<file path="src/rtl/dmem_access_unit_if.sv">
// dmem_access_unit_if: data-memory bus between the MEM-stage unit and the memory
//   master: drives DM_REQ, DM_WE, DM_ADDR, DM_BE, DM_WDATA; receives DM_RDATA, DM_ACK
//   slave : the reverse
interface dmem_access_unit_if;
  logic        DM_REQ, DM_WE, DM_ACK;
  logic [31:0] DM_ADDR, DM_WDATA, DM_RDATA;
  logic [3:0]  DM_BE;
  modport master(output DM_REQ, DM_WE, DM_ADDR, DM_BE, DM_WDATA, input DM_RDATA, DM_ACK);
  modport slave(input DM_REQ, DM_WE, DM_ADDR, DM_BE, DM_WDATA, output DM_RDATA, DM_ACK);
endinterface

</file>
<file path="src/rtl/dmem_access_unit.sv">
// dmem_access_unit: MEM-stage data-memory responder (handshake, store lane steering, load extension)
//   CLK, RST (sync, active-high); EX/MEM request: ALU_VAL_EM, STORE_VAL_EM, MemRead_EM, MemWrite_EM, DMSE_EM
//   bus: dmem_access_unit_if.master; results: LOAD_VAL_MW, STALL, MISALIGN, BUS_ERR
//   Optional DMEM_TIMEOUT_EN: abort a BUSY access after TIMEOUT_CYC cycles without DM_ACK.
module dmem_access_unit #(
  parameter int TIMEOUT_CYC = 255
) (
  input  logic                      CLK,
  input  logic                      RST,
  input  logic [31:0]               ALU_VAL_EM,
  input  logic [31:0]               STORE_VAL_EM,
  input  logic [1:0]                MemRead_EM,
  input  logic [1:0]                MemWrite_EM,
  input  logic                      DMSE_EM,
  dmem_access_unit_if.master        bus,
  output logic [31:0]               LOAD_VAL_MW,
  output logic                      STALL,
  output logic                      MISALIGN,
  output logic                      BUS_ERR
);
  typedef enum logic [1:0] {IDLE, BUSY, DONE} state_t;
  state_t      state_q, state_d;
  logic        rd, req, mis;
  logic [1:0]  sz;
  logic [3:0]  be;
  logic [31:0] wd, ext;
  logic [7:0]  lb;
  logic [15:0] lh;
  logic        req_q, req_d, we_q, we_d, mis_q, mis_d, err_q, err_d, se_q, se_d;
  logic [31:0] addr_q, addr_d, wdata_q, wdata_d, load_q, load_d;
  logic [3:0]  be_q, be_d;
  logic [1:0]  lane_q, lane_d, sz_q, sz_d;
`ifdef DMEM_TIMEOUT_EN
  localparam int CW = $clog2(TIMEOUT_CYC + 1);
  logic [CW-1:0] cnt_q, cnt_d;
`endif
  // a read and a write in the same request: the read wins
  assign rd  = |MemRead_EM;
  assign req = rd | |MemWrite_EM;
  assign sz  = rd ? MemRead_EM : MemWrite_EM;
  assign mis = (sz == 2'b10 && ALU_VAL_EM[0]) || (sz == 2'b11 && |ALU_VAL_EM[1:0]);
  assign be  = sz == 2'b01 ? 4'b0001 << ALU_VAL_EM[1:0] :
               sz == 2'b10 ? (ALU_VAL_EM[1] ? 4'b1100 : 4'b0011) : 4'b1111;
  assign wd  = sz == 2'b01 ? {4{STORE_VAL_EM[7:0]}} :
               sz == 2'b10 ? {2{STORE_VAL_EM[15:0]}} : STORE_VAL_EM;
  // lane, size and sign mode are latched at issue so extraction does not depend on EX/MEM timing
  assign lb  = bus.DM_RDATA[8*lane_q +: 8];
  assign lh  = lane_q[1] ? bus.DM_RDATA[31:16] : bus.DM_RDATA[15:0];
  assign ext = sz_q == 2'b01 ? {{24{se_q & lb[7]}}, lb} :
               sz_q == 2'b10 ? {{16{se_q & lh[15]}}, lh} : bus.DM_RDATA;
  always_comb begin
    state_d = state_q;
    req_d   = req_q;
    we_d    = we_q;
    addr_d  = addr_q;
    be_d    = be_q;
    wdata_d = wdata_q;
    load_d  = load_q;
    lane_d  = lane_q;
    sz_d    = sz_q;
    se_d    = se_q;
    mis_d   = 1'b0;
    err_d   = 1'b0;
`ifdef DMEM_TIMEOUT_EN
    cnt_d   = cnt_q;
`endif
    case (state_q)
      IDLE: if (req && mis) begin
        mis_d  = 1'b1;
        load_d = '0;
      end else if (req) begin
        state_d = BUSY;
        req_d   = 1'b1;
        we_d    = !rd;
        addr_d  = {ALU_VAL_EM[31:2], 2'b00};
        be_d    = be;
        wdata_d = wd;
        lane_d  = ALU_VAL_EM[1:0];
        sz_d    = sz;
        se_d    = DMSE_EM;
`ifdef DMEM_TIMEOUT_EN
        cnt_d   = '0;
`endif
      end
      BUSY: if (bus.DM_ACK) begin
        state_d = DONE;
        req_d   = 1'b0;
        load_d  = we_q ? load_q : ext;
      end
`ifdef DMEM_TIMEOUT_EN
      else if (cnt_q == CW'(TIMEOUT_CYC - 1)) begin
        state_d = DONE;
        req_d   = 1'b0;
        load_d  = '0;
        err_d   = 1'b1;
      end else cnt_d = cnt_q + 1'b1;
`endif
      default: state_d = IDLE;
    endcase
  end
  always_ff @(posedge CLK) begin
    if (RST) begin
      state_q <= IDLE;
      req_q   <= 1'b0;
      we_q    <= 1'b0;
      addr_q  <= '0;
      be_q    <= '0;
      wdata_q <= '0;
      load_q  <= '0;
      lane_q  <= '0;
      sz_q    <= '0;
      se_q    <= 1'b0;
      mis_q   <= 1'b0;
      err_q   <= 1'b0;
`ifdef DMEM_TIMEOUT_EN
      cnt_q   <= '0;
`endif
    end else begin
      state_q <= state_d;
      req_q   <= req_d;
      we_q    <= we_d;
      addr_q  <= addr_d;
      be_q    <= be_d;
      wdata_q <= wdata_d;
      load_q  <= load_d;
      lane_q  <= lane_d;
      sz_q    <= sz_d;
      se_q    <= se_d;
      mis_q   <= mis_d;
      err_q   <= err_d;
`ifdef DMEM_TIMEOUT_EN
      cnt_q   <= cnt_d;
`endif
    end
  end
  // STALL depends only on state and EX/MEM inputs, never on DM_ACK
  assign STALL        = !RST && (state_q == BUSY || (state_q == IDLE && req && !mis));
  assign bus.DM_REQ   = req_q;
  assign bus.DM_WE    = we_q;
  assign bus.DM_ADDR  = addr_q;
  assign bus.DM_BE    = be_q;
  assign bus.DM_WDATA = wdata_q;
  assign LOAD_VAL_MW  = load_q;
  assign MISALIGN     = mis_q;
  assign BUS_ERR      = err_q;
endmodule

</file>
<file path="src/flat_wrapper.sv">
// flat-port wrapper written by rule: the top's interface ports become plain ports
module dmem_access_unit_flat 
#(
  parameter int TIMEOUT_CYC = 255
)
  (CLK, RST, ALU_VAL_EM, STORE_VAL_EM, MemRead_EM, MemWrite_EM, DMSE_EM, LOAD_VAL_MW, STALL, MISALIGN, BUS_ERR, bus_DM_REQ, bus_DM_WE, bus_DM_ADDR, bus_DM_BE, bus_DM_WDATA, bus_DM_RDATA, bus_DM_ACK);
  dmem_access_unit_if bus_i ();
  input  logic CLK;
  input  logic RST;
  input  logic [31:0] ALU_VAL_EM;
  input  logic [31:0] STORE_VAL_EM;
  input  logic [1:0] MemRead_EM;
  input  logic [1:0] MemWrite_EM;
  input  logic DMSE_EM;
  output logic [31:0] LOAD_VAL_MW;
  output logic STALL;
  output logic MISALIGN;
  output logic BUS_ERR;
  output wire logic [$bits(bus_i.DM_REQ)-1:0] bus_DM_REQ;
  output wire logic [$bits(bus_i.DM_WE)-1:0] bus_DM_WE;
  output wire logic [$bits(bus_i.DM_ADDR)-1:0] bus_DM_ADDR;
  output wire logic [$bits(bus_i.DM_BE)-1:0] bus_DM_BE;
  output wire logic [$bits(bus_i.DM_WDATA)-1:0] bus_DM_WDATA;
  input wire logic [$bits(bus_i.DM_RDATA)-1:0] bus_DM_RDATA;
  input wire logic [$bits(bus_i.DM_ACK)-1:0] bus_DM_ACK;
  assign bus_DM_REQ = bus_i.DM_REQ;
  assign bus_DM_WE = bus_i.DM_WE;
  assign bus_DM_ADDR = bus_i.DM_ADDR;
  assign bus_DM_BE = bus_i.DM_BE;
  assign bus_DM_WDATA = bus_i.DM_WDATA;
  assign bus_i.DM_RDATA = bus_DM_RDATA;
  assign bus_i.DM_ACK = bus_DM_ACK;
  dmem_access_unit #(.TIMEOUT_CYC(TIMEOUT_CYC)) u_core (.CLK(CLK), .RST(RST), .ALU_VAL_EM(ALU_VAL_EM), .STORE_VAL_EM(STORE_VAL_EM), .MemRead_EM(MemRead_EM), .MemWrite_EM(MemWrite_EM), .DMSE_EM(DMSE_EM), .bus(bus_i), .LOAD_VAL_MW(LOAD_VAL_MW), .STALL(STALL), .MISALIGN(MISALIGN), .BUS_ERR(BUS_ERR));
endmodule
</file>
<file path="config.mk">
export PLATFORM = sky130hd
export DESIGN_NAME = dmem_access_unit_flat
export DESIGN_NICKNAME = d
export VERILOG_FILES = /design/src/rtl/dmem_access_unit_if.sv /design/src/rtl/dmem_access_unit.sv /design/src/flat_wrapper.sv
export SDC_FILE = /design/constraint.sdc
export NUM_CORES = 1
export LEC_CHECK = 0
export CAP_MARGIN = 20
export CELL_PAD_IN_SITES_DETAIL_PLACEMENT = 2
export CELL_PAD_IN_SITES_GLOBAL_PLACEMENT = 2
export CORE_MARGIN = 2
export CORE_UTILIZATION = 24
export CTS_BUF_LIST = sky130_fd_sc_hd__clkbuf_2
export DETAILED_ROUTE_END_ITERATION = 7
export GPL_TIMING_DRIVEN = 0
export PLACE_DENSITY_LB_ADDON = 0.12
export SYNTH_ARGS = -nofsm -noshare
export SYNTH_HDL_FRONTEND = slang
export SYNTH_SLANG_ARGS = --single-unit
</file>
<file path="constraint.sdc">
create_clock -name CLK -period 2.5 [get_ports CLK]
set_clock_uncertainty 0.1 [all_clocks]
set_input_delay 0.625 -clock CLK [delete_from_list [all_inputs] [get_ports CLK]]
set_output_delay 0.625 -clock CLK [all_outputs]
set_load 0.005 [all_outputs]
</file>
==> run summary, run 1 <==
======================================================================================
Run status                                                                finished, violations left
Failing checks                                                            negative setup slack
TritonCTS sink count                                                               108
Power per cell area                                                        561 nW/um^2
Buffers added on ports                                                             203
Cell types occupying the most area after synthesis                        sky130_fd_sc_hd__dfxtp_1, sky130_fd_sc_hd__nand2_1, sky130_fd_sc_hd__a21oi_1, sky130_fd_sc_hd__mux2i_1, sky130_fd_sc_hd__a211oi_1
Source of the worst hold timing path                                      MemRead_EM[0]
Sequential standard cell area                                                2160 um^2
Detailed-routing iteration count for the pre-antenna-repair pass                     4
Depth of the worst register-to-register path                                         5
Max Fanout on Critical Path                                                          5
Total via count after detailed routing                                            5399
Hold Crit Depth                                                                      4
End of the worst register-to-register path                                u_core.LOAD_VAL_MW[2]
Die height                                                                      148 um
Final GP Congestion                                                              0.773
Crit Reg-Reg Startpoint                                                   u_core.sz_q[1]
Summed instance area of the synthesized netlist                              4950 um^2
Endpoint of the worst hold path                                           u_core.bus.DM_WE
Tightest hold margin                                                          0.188 ns
Pin slew with the least headroom to its limit                                 0.802 ns
Number of remaining DRC errors                                                       0
Relative contribution of combinational cells to total power                      0.323
Dominant combinational cell family by area after synthesis                simple AND/OR/NAND/NOR gates
Number of buffers added to fix hold violations after cts                             0
Number of placement rows                                                            52
Number of synthesis warnings                                                         0
Wire length on met1                                                            9080 um
Worst-case clock buffer depth                                                        2
Sw frac                                                                          0.341
Final hold violation count                                                           0
Met2 wire length                                                              11200 um
Sequential cell area fraction in the yosys report                                0.437
Total die area                                                              21800 um^2
Multi-input gate area                                                        2540 um^2
RSZ-0062 raised after global routing                                               yes
Number of distinct standard cells referenced by the synthesized netlist             37
Critical setup path kind                                                     in -> out
Core Box Area                                                               20200 um^2
Maximum number of pins on one net before global-route repair                        18
Uppermost metal layer occupied by signal nets                                     met4
Sequential share of power                                                        0.466
Post-detailed-placement half-perimeter wirelength                             16800 um
CTS clk-pin slew, worst paths                                                  0.31 ns
Clock tree from TritonCTS                                                         done
FFs w/ async S/R, synth                                                              0
Time the final worst path needs with I/O delays and setup                      2.52 ns
Worst slew margin relative to its limit                                          0.465
Data required time of the critical path                                        1.77 ns
Final sum of negative setup slack                                           -0.0174 ns
Remaining global-route overflow                                                      0
TritonCTS Buffers                                                                    9
Final-report setup violation count                                                   1
Critical Path AT                                                               1.79 ns
Iter 0 DRT Violations                                                              178
Area share of fa/ha/maj cells after synthesis                                        0
Synthesis-stage register bit count                                                 108
Via count of the first global-routing pass                                        6140
Maximum level of the CTS H-tree                                                      3
Buffer cell driving the clock tree root                                   sky130_fd_sc_hd__clkbuf_2
Reg-to-reg setup timing slack                                                  0.14 ns
Internal power                                                                 2780 uW
Final routed wire length divided by cell count                                 19.7 um
Post-synthesis cell type with the largest combined area                   sky130_fd_sc_hd__dfxtp_1
Number of cells in the finished layout apart from fillers                         1108
Psw                                                                            1440 uW
Initial core utilization                                                         0.245
Synth cell count leaders                                                  sky130_fd_sc_hd__nand2_1, sky130_fd_sc_hd__dfxtp_1, sky130_fd_sc_hd__a21oi_1, sky130_fd_sc_hd__nor2_1, sky130_fd_sc_hd__mux2i_1
Power share of the clock group                                                   0.211
Class of the worst hold path                                                 in -> reg
Number of max-slew violations in the final report                                    0
# IOs                                                                              209
Final worst slack                                                           -0.0174 ns
Met3 wirelength from detailed routing                                          1190 um
Number of antenna violations at the first check in global routing                    1
Worst vdd rail ir drop                                                          250 uV
Avg Vias per Cell                                                                 4.87
First-pass GRT wire length                                                    34100 um
Leakage power                                                               0.00272 uW
GRT Overall Usage                                                                0.200
Xor and xnor fraction of the mapped netlist area                                     0
Mux share of post-synthesis cell area                                            0.113
Count of maximum capacitance violations                                              0
Dominant cell by count in the synthesized netlist                         sky130_fd_sc_hd__nand2_1
Filler cells                                                                      2295
Post-synthesis compound-gate area fraction                                       0.182
Width of the die                                                                148 um
Count of flip-flops with a built-in enable after synthesis                           0
Fraction of the mapped netlist area in simple logic gates                        0.213
Final worst-path cycle share                                                      1.01
Number of nets with antenna violations after detailed routing                        0
Source-to-sink clock delay at the later pin of the worst-skew pair             0.63 ns
CP Launch Type                                                              input port
Wirelength, routed                                                            21900 um
Fraction of final layout cells sized beyond drive strength 1                    0.0765
Share of the synthesized area in the top cell type                               0.437
Endpoint class of the critical path                                        output port
Total number of nets in the final design                                           936
Layout Area Growth over Synthesis                                                52.1%
Flip-flop cell with the highest count after synthesis                     sky130_fd_sc_hd__dfxtp_1
Average instance area after synthesis                                        8.14 um^2
Synthesized instance count                                                         608
Maximum operating frequency                                                    397 MHz
# placed instances                                                                1083
======================================================================================
## sequential cells by signal, indices dropped and copies added (netlist names)
| name | count |
|---|---|
| u_core.state_q | 2 |
| u_core.LOAD_VAL_MW | 32 |
| u_core.sz_q | 2 |
| u_core.MISALIGN | 1 |
| u_core.bus.DM_REQ | 1 |
| u_core.bus.DM_BE | 4 |
| u_core.bus.DM_ADDR | 30 |
| u_core.bus.DM_WDATA | 32 |
| u_core.se_q | 1 |
| u_core.bus.DM_WE | 1 |
| u_core.lane_q | 2 |
## per-stage QoR
step,area [um^2],setup slack [ns],utilization,total power [uW]
3_3_place_gp,7330,-1.22,0.362,3290
6_report,7530,-0.0174,0.372,4220
4_1_cts,7520,-0.0511,0.372,4280
2_1_floorplan,4960,0.0588,-,2600
3_5_place_dp,7330,-1.29,0.362,3350
5_1_grt,7530,-0.107,0.372,4480
## power groups by stage
stage                     registers (uW)  logic (uW)  clock network [uW]
after floorplan                     1990         610                   0
after global placement              1990        1310                   0
after detailed placement            2000        1350                   0
after CTS                           1970        1380                 924
after global routing                1990        1500                 996
final                               1970        1360                 891
## logic make-up after synthesis
logic type / Yosys count
simple gates: 248
compound gates: 145
flops: 108
buf+inv: 60
mux: 46
other cells: 1
## cells in the final DEF, fill, tap and decap left out, types with 2 or more instances in the layout
master and count:
sky130_fd_sc_hd__a21oi_2 2, sky130_fd_sc_hd__nand2b_1 16, sky130_fd_sc_hd__nor2_1 38, sky130_fd_sc_hd__nand2_1 151
sky130_fd_sc_hd__a21oi_1 82, sky130_fd_sc_hd__buf_1 5, sky130_fd_sc_hd__clkdlybuf4s50_1 197, sky130_fd_sc_hd__dfxtp_1 106
sky130_fd_sc_hd__clkbuf_2 11, sky130_fd_sc_hd__clkbuf_1 30, sky130_fd_sc_hd__dfxtp_2 2, sky130_fd_sc_hd__inv_1 4
sky130_fd_sc_hd__nor3_1 6, sky130_fd_sc_hd__clkinv_4 2, sky130_fd_sc_hd__mux4_2 8, sky130_fd_sc_hd__o2111ai_1 9
sky130_fd_sc_hd__buf_4 14, sky130_fd_sc_hd__a222oi_1 8, sky130_fd_sc_hd__o22ai_1 8, sky130_fd_sc_hd__nor2b_1 3
sky130_fd_sc_hd__mux2i_1 38, sky130_fd_sc_hd__nand3_1 23, sky130_fd_sc_hd__conb_1 3, sky130_fd_sc_hd__dlygate4sd2_1 2
sky130_fd_sc_hd__a211oi_1 27, sky130_fd_sc_hd__o21ai_0 2, sky130_fd_sc_hd__clkinv_1 2, sky130_fd_sc_hd__buf_2 15
## worst max-delay path by stage
stage	startpoint	to	slack, ns	cells after the start
after floorplan	MemWrite_EM[1]	STALL	0.06	4
after global placement	MemRead_EM[0]	STALL	-1.22	6
after detailed placement	MemRead_EM[0]	STALL	-1.29	7
after CTS	u_core.state_q[0]	STALL	-0.05	5
after global routing	u_core.state_q[0]	STALL	-0.11	5
final	MemWrite_EM[0]	STALL	-0.02	6
## worst max-delay path: stages
cell and delay [ns]:
sky130_fd_sc_hd__buf_4 0.13, sky130_fd_sc_hd__or4_4 0.51, sky130_fd_sc_hd__nand4_1 0.17, sky130_fd_sc_hd__clkbuf_8 0.16
sky130_fd_sc_hd__a21oi_2 0.04, sky130_fd_sc_hd__buf_2 0.16
## layer usage
| metal | global-route usage | vias to the layer above |
|---|---|---|
| met5 | 0 | - |
| met4 | 0.0620 | 0 |
| met3 | 0.0475 | 24 |
| met2 | 0.361 | 147 |
| met1 | 0.233 | 2666 |
| li1 | - | 2562 |
## cell type report
class / count / area share
Clock buffer: 10 / 0.00665
Sequential cell: 108 / 0.288
Timing Repair Buffer: 211 / 0.276
Clock inverter: 6 / 0.00848
Buffer: 56 / 0.0367
Antenna cell: 1 / 0.000333
Inverter: 4 / 0.00200
Tap cell: 270 / 0.0449
Multi-Input combinational cell: 442 / 0.338
## what timing repair did
item / 4_1_cts / 5_1_grt
gates resized for setup: 35 / 0
endpoints found under the setup margin: 2 / 1
pin swaps: 6 / 0
buffers inserted: 8 / 0
No activity file was read; power rests on OpenSTA's default activity.
==> run 2, diff against run 1 <==
--- a/config.mk
+++ b/config.mk
@@ -14,6 +14,7 @@
 export DETAILED_ROUTE_END_ITERATION = 7
 export GPL_TIMING_DRIVEN = 0
 export PLACE_DENSITY_LB_ADDON = 0.12
+export RECOVER_POWER = 50
 export SYNTH_ARGS = -nofsm -noshare
 export SYNTH_HDL_FRONTEND = slang
 export SYNTH_SLANG_ARGS = --single-unit
==> run 2 against run 1 <==
- the run still ends with negative setup slack left
- core utilization shrank 0.068 points
- power decreased by 0.27%
- clock power is essentially flat
- non-clock buffer count is the same
- routed wire length is essentially flat
- critical path depth stayed put
- clock-buffer cell count unchanged
- via count did not move
- global-route usage is the same
- fmax barely moved
- first-iteration DRC count grew 0.56%
- critical endpoint unchanged
==> run summary, run 2 (synthesis results as in run 1) <==
=====================================================================================
Run status                                                               finished, violations left
Failing checks                                                           negative setup slack
Maximum level of the CTS H-tree                                                     3   unchanged
Via count of the first global-routing pass                                       6140   unchanged
Worst vdd rail ir drop                                                         249 uV   about the same
Maximum number of pins on one net before global-route repair                       18   unchanged
Hold Crit Depth                                                                     4   unchanged
Crit Reg-Reg Startpoint                                                  u_core.sz_q[1]
Max Fanout on Critical Path                                                         5   unchanged
Worst-case clock buffer depth                                                       2   unchanged
Class of the worst hold path                                                in -> reg
Final worst slack                                                          -0.0179 ns   -0.000485 ns
Layout Area Growth over Synthesis                                               51.8%
Most frequent standard cell in the layout excluding fill and tap cells   sky130_fd_sc_hd__clkdlybuf4s50_1
TritonCTS sink count                                                              108   unchanged
Final routed wire length divided by cell count                                19.7 um   about the same
Pin slew with the least headroom to its limit                                0.831 ns   +0.0293 ns
Cell with the biggest individual delay on the critical path              sky130_fd_sc_hd__or4_4
RSZ-0062 raised after global routing                                              yes
End of the worst register-to-register path                               u_core.LOAD_VAL_MW[2]
Fraction of final layout cells sized beyond drive strength 1                   0.0717   -0.00478
# IOs                                                                             209   unchanged
Reg-to-reg setup timing slack                                                 0.11 ns   -0.03 ns
Iter 0 DRT Violations                                                             179   +0.56%
Largest stage delay on the critical path                                      0.51 ns   about the same
Crit path launch                                                         MemWrite_EM[0]
Number of placement rows                                                           52   unchanged
Number of nets with antenna violations after detailed routing                       0   unchanged
Number of max-slew violations in the final report                                   0   unchanged
Endpoint class of the critical path                                       output port
CTS clk-pin slew, worst paths                                                 0.31 ns   about the same
Total die area                                                             21800 um^2   unchanged
Data required time of the critical path                                       1.77 ns   about the same
Buffers added on ports                                                            203   unchanged
Filler cells                                                                     2299   +0.17%
Avg Vias per Cell                                                                4.87   unchanged
Critical setup path kind                                                    in -> out
Wirelength, routed                                                           21900 um   about the same
Depth of the worst register-to-register path                                        5   unchanged
Time the final worst path needs with I/O delays and setup                     2.52 ns   +0.000485 ns
Series of cell instances along the critical path                         buf_4 > or4_4 > nand4_1 > clkbuf_8 > a21oi_2 > buf_2
Final hold violation count                                                          0   unchanged
Initial core utilization                                                        0.245   unchanged
Total via count after detailed routing                                           5399   unchanged
Tightest hold margin                                                         0.186 ns   -0.00188 ns
Clock tree from TritonCTS                                                        done
Sequential standard cell area                                               2160 um^2   unchanged
Source of the worst hold timing path                                     MemRead_EM[0]
Die height                                                                     148 um   unchanged
First-pass GRT wire length                                                   34100 um   unchanged
Final sum of negative setup slack                                          -0.0179 ns   -0.000485 ns
CP Launch Type                                                             input port
Final-report setup violation count                                                  1   unchanged
Post-detailed-placement half-perimeter wirelength                            16800 um   unchanged
Maximum operating frequency                                                   397 MHz   about the same
TritonCTS Buffers                                                                   9   unchanged
GRT Overall Usage                                                               0.200   unchanged
Total number of nets in the final design                                          936   unchanged
Worst slew margin relative to its limit                                         0.446   -0.0195
Width of the die                                                               148 um   unchanged
Count of maximum capacitance violations                                             0   unchanged
Final worst-path cycle share                                                     1.01   about the same
Number of antenna violations at the first check in global routing                   1   unchanged
Termination of the worst setup path                                             STALL
Final GP Congestion                                                             0.773   unchanged
Critical Path AT                                                              1.79 ns   about the same
Buffer cell driving the clock tree root                                  sky130_fd_sc_hd__clkbuf_2
Most frequent cells in the layout                                        sky130_fd_sc_hd__clkdlybuf4s50_1, sky130_fd_sc_hd__nand2_1, sky130_fd_sc_hd__dfxtp_1
Core Box Area                                                              20200 um^2   unchanged
Leakage power                                                              0.00274 uW   +0.93%
Remaining global-route overflow                                                     0   unchanged
Power per cell area                                                       560 nW/um^2   about the same
Multi-input gate area                                                       2540 um^2   unchanged
Number of remaining DRC errors                                                      0   unchanged
Source-to-sink clock delay at the later pin of the worst-skew pair            0.63 ns   about the same
Detailed-routing iteration count for the pre-antenna-repair pass                    5   +1
=====================================================================================
run 2: changes by cell type in the layout (fill, tap and decap cells not counted), moves of 2 or more:
cell                              previous run  this run
sky130_fd_sc_hd__clkbuf_1                   30        36
sky130_fd_sc_hd__clkdlybuf4s50_1           197       182
sky130_fd_sc_hd__clkbuf_2                   11        15
sky130_fd_sc_hd__dlygate4sd3_1               0        15
sky130_fd_sc_hd__buf_2                      15         9
sky130_fd_sc_hd__buf_1                       5         3
run 2: worst min path at each step:
stage / to / slack (ns)
finish: u_core.bus.DM_WE / 0.19
CTS: u_core.bus.DM_WE / 0.12
floorplan: u_core.LOAD_VAL_MW[7] / 0.35
global placement: u_core.bus.DM_ADDR[21] / 0.34
global route: u_core.bus.DM_WE / 0.17
detailed placement: u_core.LOAD_VAL_MW[15] / 0.35
run 2: metrics by stage:
stage / power (uW) / instance area (um^2) / setup slack [ns] / utilization / instances
finish: 4210 / 7510 / -0.0179 / 0.371 / 1108
global route: 4470 / 7510 / -0.107 / 0.371 / 1108
CTS: 4280 / 7520 / -0.0511 / 0.372 / 1107
detailed placement: 3350 / 7330 / -1.29 / 0.362 / 1083
global placement: 3290 / 7330 / -1.22 / 0.362 / 1083
floorplan: 2600 / 4960 / 0.0588 / - / 610
run 2: power breakdown:
group	internal [uW]	leakage [uW]	switching, uW
clock network	238	0.0000716	656
logic	652	0.00178	699
registers	1880	0.000887	86.6
run 2: cell type report:
class	count	share of cell area
multi-input cells	442	0.338
flip-flops and latches	108	0.288
repair buffers	211	0.276
well taps	270	0.0450
plain buffers	56	0.0355
clock inverters	6	0.00849
clock buffers	10	0.00666
inverters	4	0.00200
diodes	1	0.000333
run 2: repair_timing:
item	CTS	global route
hold buffers	0	0
setup endpoints to repair	2	1
gates resized for setup	35	0
buffers inserted	8	0
pin swaps	6	0
gates cloned	0	0
run 2: critical path, delay by kind of cell:
kind            cells  cell delay, ns
compound gates      1            0.04
buf+inv             3            0.45
simple gates        2            0.68
run 2: metal layers:
layer  part of all wire  track usage  vias to the layer above
li1                   -            -                     2563
met1               0.42        0.233                     2669
met2               0.51        0.361                      143
met3              0.054       0.0475                       24
met4              0.017       0.0620                        0
met5                  0            0                        -
